--- src/rtl/nn_cfg_pkg.sv ---
// Shared types and constants for the neuron configuration loader.
// The header word packs the target layer above the target neuron.
package nn_cfg_pkg;

   typedef enum logic [1:0] {
      HDR,
      LEN,
      WGT,
      BIAS
   } state_t;

   localparam int HDR_LAYER_MSB  = 31;
   localparam int HDR_LAYER_LSB  = 16;
   localparam int HDR_NEURON_MSB = 15;
   localparam int HDR_NEURON_LSB = 0;

   // No neuron decodes this id, so an idle bus addresses nobody.
   localparam logic [31:0] CFG_IDLE_ID = 32'hFFFF_FFFF;

endpackage

--- src/rtl/neuron_cfg_loader.sv ---
// Frames host words into weight/bias broadcasts for the neuron array.
// Define CFG_BIAS_EN to carry a trailing bias word in every frame.
module neuron_cfg_loader
   import nn_cfg_pkg::*;
#(
   parameter int maxWeight = 784,
   parameter int cntWidth  = $clog2(maxWeight + 1)
) (
   input  logic        clk,
   input  logic        rst,
   input  logic [31:0] s_data,
   input  logic        s_valid,
   output logic        s_ready,
   output logic        weightValid,
   output logic [31:0] weightValue,
   output logic        biasValid,
   output logic [31:0] biasValue,
   output logic [31:0] config_layer_num,
   output logic [31:0] config_neuron_num,
   output logic        busy,
   output logic        frame_done,
   output logic        err,
   output logic [15:0] frames_loaded
);

   state_t              state;
   logic [cntWidth-1:0] remaining;
   logic                accept;
   logic                bad_len;
   logic                last_wgt;

   assign s_ready  = !rst;
   assign accept   = s_valid & s_ready;
   assign bad_len  = (s_data == 32'd0) || (s_data > 32'(maxWeight));
   assign last_wgt = (remaining == cntWidth'(1));

`ifndef CFG_BIAS_EN
   assign biasValid = 1'b0;
   assign biasValue = 32'd0;
`endif

   always_ff @(posedge clk) begin
      if (rst) begin
         state             <= HDR;
         remaining         <= '0;
         weightValid       <= 1'b0;
         weightValue       <= 32'd0;
         frame_done        <= 1'b0;
         err               <= 1'b0;
         busy              <= 1'b0;
         frames_loaded     <= 16'd0;
         config_layer_num  <= CFG_IDLE_ID;
         config_neuron_num <= CFG_IDLE_ID;
`ifdef CFG_BIAS_EN
         biasValid         <= 1'b0;
         biasValue         <= 32'd0;
`endif
      end else begin
         weightValid <= 1'b0;
         frame_done  <= 1'b0;
         err         <= 1'b0;
`ifdef CFG_BIAS_EN
         biasValid   <= 1'b0;
`endif
         if (accept) begin
            unique case (state)
               HDR: begin
                  config_layer_num <=
                     {16'h0, s_data[HDR_LAYER_MSB:HDR_LAYER_LSB]};
                  config_neuron_num <=
                     {16'h0, s_data[HDR_NEURON_MSB:HDR_NEURON_LSB]};
                  busy  <= 1'b1;
                  state <= LEN;
               end
               LEN: begin
                  if (bad_len) begin
                     err   <= 1'b1;
                     busy  <= 1'b0;
                     state <= HDR;
                  end else begin
                     remaining <= s_data[cntWidth-1:0];
                     state     <= WGT;
                  end
               end
               WGT: begin
                  weightValid <= 1'b1;
                  weightValue <= s_data;
                  remaining   <= remaining - cntWidth'(1);
                  if (last_wgt) begin
`ifdef CFG_BIAS_EN
                     state <= BIAS;
`else
                     state         <= HDR;
                     busy          <= 1'b0;
                     frame_done    <= 1'b1;
                     frames_loaded <= frames_loaded + 16'd1;
`endif
                  end
               end
`ifdef CFG_BIAS_EN
               BIAS: begin
                  biasValid     <= 1'b1;
                  biasValue     <= s_data;
                  state         <= HDR;
                  busy          <= 1'b0;
                  frame_done    <= 1'b1;
                  frames_loaded <= frames_loaded + 16'd1;
               end
`endif
               default: state <= HDR;
            endcase
         end
      end
   end

endmodule

--- config.mk ---
export PLATFORM = sky130hd
export DESIGN_NAME = neuron_cfg_loader
export DESIGN_NICKNAME = d
export VERILOG_FILES = /design/src/rtl/nn_cfg_pkg.sv /design/src/rtl/neuron_cfg_loader.sv
export SDC_FILE = /design/constraint.sdc
export NUM_CORES = 1
export LEC_CHECK = 0
export CAP_MARGIN = 5
export CORE_MARGIN = 2
export CORE_UTILIZATION = 40
export CTS_CLUSTER_DIAMETER = 50
export CTS_CLUSTER_SIZE = 25
export DETAILED_ROUTE_END_ITERATION = 8
export PLACE_DENSITY = 0.79
export SYNTH_ARGS = -nofsm -noshare
export SYNTH_HDL_FRONTEND = slang
export SYNTH_SLANG_ARGS = --single-unit
--- constraint.sdc ---
create_clock -name clk -period 2.5 [get_ports clk]
set_input_delay 0.25 -clock clk [delete_from_list [all_inputs] [get_ports clk]]
set_output_delay 0.25 -clock clk [all_outputs]
set_load 0.01 [all_outputs]
# Word level (Yosys, flattened, before mapping)
# Index checks and enable logic that the tools add are counted.
# Widths: inputs -> output; s select.
dict set report totals {
  register_bits 128
  output_inout_bits 150
}
dict set report classes {
  addsub 2
  order_cmp 1
  n_eq_ne 6
  n_mux 11
  bitwise_logic 4
  reduce_logical 15
}
# operator n
set ops {}
lappend ops {{$gt 32x10->1 const B} 1}
lappend ops {{$logic_not 32->1} 1}
lappend ops {{$pmux 10 s2} 1}
lappend ops {{$add 16x1->16 const B} 1}
lappend ops {{$eq 10x1->1 const B} 1}
lappend ops {{$mux 10} 1}
lappend ops {{$sub 10x1->10 const B} 1}
lappend ops {{$ne 2x2->1 const B} 3}
lappend ops {{$pmux 2 s3} 1}
lappend ops {{$reduce_and 2->1} 3}
lappend ops {{$reduce_and 3->1} 2}
lappend ops {{$reduce_or 3->1} 2}
lappend ops {{$mux 1} 5}
lappend ops {{$mux 2} 2}
lappend ops {{$reduce_and 4->1} 1}
lappend ops {{$not 1->1} 3}
lappend ops {{$pmux 1 s3} 1}
lappend ops {{$reduce_bool 3->1} 1}
lappend ops {{$eq 2x1->1 const B} 1}
lappend ops {{$eq 2x2->1 const B} 1}
lappend ops {{$logic_not 2->1} 1}
lappend ops {{$reduce_bool 2->1} 1}
lappend ops {{$reduce_or 2->1} 1}
lappend ops {{$and 1x1->1} 1}
lappend ops {{other kinds (2)} 2}

# Longest topological paths before layout
dict set report depth {
  word_depth 4
  ltp_mapped 9
  mapped_depth_nobuf 9
}

# Worst setup path before layout
# OpenSTA, ideal clock, no wires.
dict set report synth_path {
  path_kind {register -> register}
  start {reg remaining[5]}
  end {reg frames_loaded[6]}
  setup_time_ps 124
  arrival_ps 1845
  required_time_ps 2376
  setup_slack_ps 531
  stages_incl_launch_ff 8
  cell_sequence {dfxtp_1 > or4_4 > buf_6 > nor4_4 > nand2_4 > nor2_2 > xnor2_1 > nor2_1}
}
dict set report synth_via {
  elab_chain_cells 2
}
# item line
set synth_rtl {}
lappend synth_rtl {{start, declared} neuron_cfg_loader.sv:27} ;# logic [cntWidth-1:0] remaining;
lappend synth_rtl {{start signal, assigned} neuron_cfg_loader.sv:81} ;# remaining <= s_data[cntWidth-1:0];
lappend synth_rtl {{start signal, assigned} neuron_cfg_loader.sv:88} ;# remaining <= remaining - cntWidth'(1);
lappend synth_rtl {{$eq 10x1->1} neuron_cfg_loader.sv:35} ;# assign last_wgt = (remaining == cntWidth'(1));
lappend synth_rtl {{$reduce_and 3->1 (no source line)} -}
lappend synth_rtl {{end signal, assigned} neuron_cfg_loader.sv:96} ;# frames_loaded <= frames_loaded + 16'd1;
lappend synth_rtl {{end, declared} neuron_cfg_loader.sv:23} ;# output logic [15:0] frames_loaded
# No other way between the ends.
# A chain may end at the register's enable or synchronous reset.

# Worst setup path after layout
dict set report layout_path {
  start {reg state[0]}
  end {reg remaining[4]}
}
dict set report layout_via {
  elab_chain_cells 3
  elab_cells_between_ends 6
  cone_classes {eq/ne (3); mux (1); reduce/logical (2)}
}
# item line
set layout_rtl {}
lappend layout_rtl {{start, declared} neuron_cfg_loader.sv:26} ;# state_t state;
lappend layout_rtl {{start signal, assigned} neuron_cfg_loader.sv:44} ;# state <= HDR;
lappend layout_rtl {{start signal, assigned} neuron_cfg_loader.sv:73} ;# state <= LEN;
lappend layout_rtl {{start signal, assigned} neuron_cfg_loader.sv:79} ;# state <= HDR;
lappend layout_rtl {{$eq 2x1->1 / $eq 2x2->1 (equally long branches)} neuron_cfg_loader.sv:66} ;# unique case (state)
lappend layout_rtl {{$ne 2x2->1 (no source line) / $reduce_bool 2->1 (equally long branches)} -}
lappend layout_rtl {{$reduce_and 3->1 (no source line)} -}
# Parallel ways exist; a longest one is shown, timed or not.

==> flow_summary.rst <==
.. list-table::
   :header-rows: 1

   * - Metric
     - Value
   * - Power share of the sequential group
     - 0.498
   * - First-pass GRT wire length
     - 18470 um
   * - I/O pin count
     - 185
   * - Die area
     - 11980 um^2
   * - Most used cells in the layout excluding fill and tap cells
     - clkdlybuf4s50_1 (150), nand2_1 (101), dfxtp_1 (97)
   * - Tcrit/Tclk final
     - 0.8932
   * - Total GRT Usage
     - 0.1967
   * - Switching power summed over all nets
     - 0.8404 mW
   * - Combinational cell fraction of total power
     - 0.159
   * - Path category of the worst min-delay check
     - primary input to flop
   * - Initial standard-cell utilization of the core
     - 0.4102
   * - Clock tree from TritonCTS
     - done
   * - Sequential cell area fraction in the yosys report
     - 0.4367
   * - Power, Total
     - 3.290 mW
   * - Startpoint class of the critical path
     - flop
   * - Number of failing hold endpoints at the final stage
     - 0
   * - Area growth, synth to finish
     - 34.16%
   * - Estimated wirelength of the detail-placed design
     - around 8300 um
   * - Top cell by count, worst path
     - buf_4
   * - Data arrival time at the worst-slack endpoint
     - between 2 and 2.5 ns
   * - Max-Cap Viols
     - 0
   * - Antenna violations before repair
     - 0
   * - Vias after detailed routing
     - roughly 4000
   * - Post-Place Cell Area
     - between 5000 and 6000 um^2
   * - Clock input transition at the sequential cells of the worst setup and hold paths
     - ~0.090 ns
   * - Pin count of the biggest net entering global routing
     - 62
   * - Worst Path Required
     - 2.72 ns
   * - Post-synthesis cell type count
     - between 40 and 50
   * - Final Net Count
     - 708
   * - Vias in the first global route
     - about 3800
   * - Layout filler cell count
     - between 900 and 1000
   * - Number of nets with antenna violations after routing
     - 0
   * - Worst vdd ir
     - 0.4686 mV
   * - Count of synthesis-stage warnings from yosys
     - 0
   * - Internal power of the cells
     - 2.449 mW
   * - Routed WL per cell
     - between 10 and 15 um
   * - Inserted Clock Buffers
     - 9
   * - Drt drc
     - 0
   * - Worst Tran Pin Value
     - 0.6681 ns
   * - X dimension of the die
     - approximately 110 um
   * - Power per unit of standard cell area
     - 551.4 nW/um^2
   * - Number of synthesized register bits
     - 97
   * - Clock buffer depth
     - 2
   * - Die height
     - 109.4 um
   * - Final clock skew
     - 0.006618 ns
   * - Count of buffers from port buffering
     - 151
   * - Async set or reset register ratio after synthesis
     - 0
   * - Cells along the critical path
     - inv_1, ha_1, nand3b_1, buf_4, nor2_1, a31oi_1, buf_4, mux2i_1, o21ai_0
   * - Reported leakage power
     - 2.464 nW
   * - Setup ws final
     - 0.2670 ns
   * - Root buffer cell
     - clkbuf_8
   * - Max transition margin
     - 0.5546
   * - Overflow left after global routing
     - 0
   * - Sw Share
     - 0.2555
   * - Final Max Slew Viols
     - 0
   * - Primary FF master, synth
     - dfxtp_1
   * - RD Place Congestion
     - 0.8302
   * - Final Instance Area
     - 5966 um^2
   * - Final setup violation count
     - 0
   * - Largest fanout of any net on the critical path
     - 39
   * - RSZ-0062 raised after global routing
     - false
   * - Post-cts gate resize count
     - 0
   * - Result of the run
     - complete, no violations
   * - Kind of end point of the critical path
     - flop
   * - Worst path slowest cell
     - buf_4
   * - Fmax
     - 0.4478 GHz
   * - Ant. Diodes
     - 0
   * - Period minus WS final
     - 2.233 ns
   * - CTS Hold Bufs
     - 0
   * - Iteration-0 DRC Markers
     - about 300
   * - Synth Instances
     - 550
   * - Crit Path Category
     - flop to flop
   * - Setup fix buffers added after clock tree synthesis
     - 0
   * - Share of layout cells above drive strength 1
     - 0.05961
   * - Total iterations of the first detailed-routing run
     - 4
   * - Clock network power share
     - 0.343
   * - CTS H-Tree Depth
     - 3
   * - Synthesized area per cell
     - just over 8 um^2
   * - Per-cell via count in the routed design
     - 4.983
   * - Number of enable-type register cells in the synthesized netlist
     - 0
   * - Worst Setup Slack post-DPL
     - -0.02013 ns
   * - Netlist area before placement
     - approximately 4400 um^2
   * - Max incr delay on CP
     - 0.41 ns
   * - Total number of placement rows
     - 38
   * - Core region area
     - 10840 um^2
   * - Final Routed Wirelength
     - 11670 um
   * - Most common cell after layout, fill and taps aside
     - clkdlybuf4s50_1
   * - Worst-skew pair later-pin latency
     - 0.36 ns
   * - Number of sinks on the clock net
     - between 90 and 100
==> flip-flops by register name, indices dropped and copies added (netlist names) <==
name               flops
config_layer_num      17
frames_loaded         16
remaining             10
weightValid            1
frame_done             1
busy                   1
err                    1
state                  2
config_neuron_num     16
weightValue           32
==> layer usage <==
layer | up-vias | global-route usage | part of all wire
met5 | - | 0 | 0
met4 | 0 | 0.06781 | 0.012
met3 | 13 | 0.08714 | 0.12
met2 | 194 | 0.3250 | 0.48
met1 | 1865 | 0.2263 | 0.39
li1 | 1969 | - | -
==> synthesized netlist by cell type (all sizes together), types with 7 or more instances <==
| cell type | count | area, um^2 |
|---|---|---|
| nor4 | 10 | 83.83 |
| a21oi | 7 | 35.03 |
| mux2i | 10 | 100.1 |
| o21ai | 47 | 235.2 |
| nor2 | 59 | 226.5 |
| dfxtp | 97 | 1942 |
| clkbuf | 19 | 81.32 |
| nand3 | 45 | 225.2 |
| nand4 | 7 | 43.79 |
| xor2 | 12 | 105.1 |
| nor3 | 10 | 50.05 |
| ha | 7 | 87.58 |
| buf | 71 | 523.0 |
| inv | 9 | 33.78 |
| nand2 | 102 | 390.4 |
==> cells by family (layout without fill, tap and decap cells) <==
logic type / Yosys count / count (layout) / share of synthesized area
mux: 12 / 12 / 0.02758
simple gates: 251 / 251 / 0.2591
xor+xnor: 15 / 15 / 0.02955
compound gates: 65 / 65 / 0.07935
flops: 97 / 97 / 0.4367
other cells: 1 / 33 / 0.0008433
fa+ha+maj: 7 / 7 / 0.01970
buf+inv: 102 / 191 / 0.1472
==> per-stage QoR <==
stage	instances	hold slack, ns	utilization	TNS [ns]
after floorplan	582	0.3490	-	0
after global placement	795	0.4406	0.5301	-0.2085
after detailed placement	795	0.4498	0.5301	-0.03207
after CTS	811	0.2723	0.5503	0
after global routing	811	0.3046	0.5503	0
final	811	0.3009	0.5503	0
==> path summary, 6_finish.rpt <==
kind	slack [ns]	start	depth (start not counted)	endpoint
hold reg to reg	0.46	weightValue[28]	2	weightValue[28]
setup reg to reg	0.27	state[0]	9	remaining[4]
hold / removal	0.30	rst	4	err
setup / recovery	0.27	state[0]	9	remaining[4]
==> power groups by stage <==
stage | clock network [mW] | registers [mW] | logic (mW)
2_1_floorplan | 0 | 1.71 | 0.265
3_3_place_gp | 0 | 1.67 | 0.516
3_5_place_dp | 0 | 1.67 | 0.522
4_1_cts | 1.15 | 1.64 | 0.525
5_1_grt | 1.21 | 1.64 | 0.573
6_report | 1.13 | 1.64 | 0.524
==> area by class of cell <==
type / count / area (um^2) / area share
repair buffers: 164 / 1617 / 0.2710
multi-input cells: 383 / 1972 / 0.3305
well taps: 140 / 175.2 / 0.02936
clock buffers: 10 / 127.6 / 0.02139
inverters: 11 / 41.29 / 0.006921
clock inverters: 6 / 91.34 / 0.01531
flip-flops and latches: 97 / 1942 / 0.3255
==> worst max-delay path: cells and delay by family (launching register included) <==
| kind | cells | cell delay (ns) |
|---|---|---|
| DFF | 1 | 0.39 |
| AOI/OAI and AO/OA | 2 | 0.28 |
| adders and majority gates | 1 | 0.21 |
| buffers and inverters | 3 | 0.72 |
| muxes | 1 | 0.22 |
| and+or+nand+nor | 2 | 0.24 |
No activity file was read; power rests on OpenSTA's default activity.
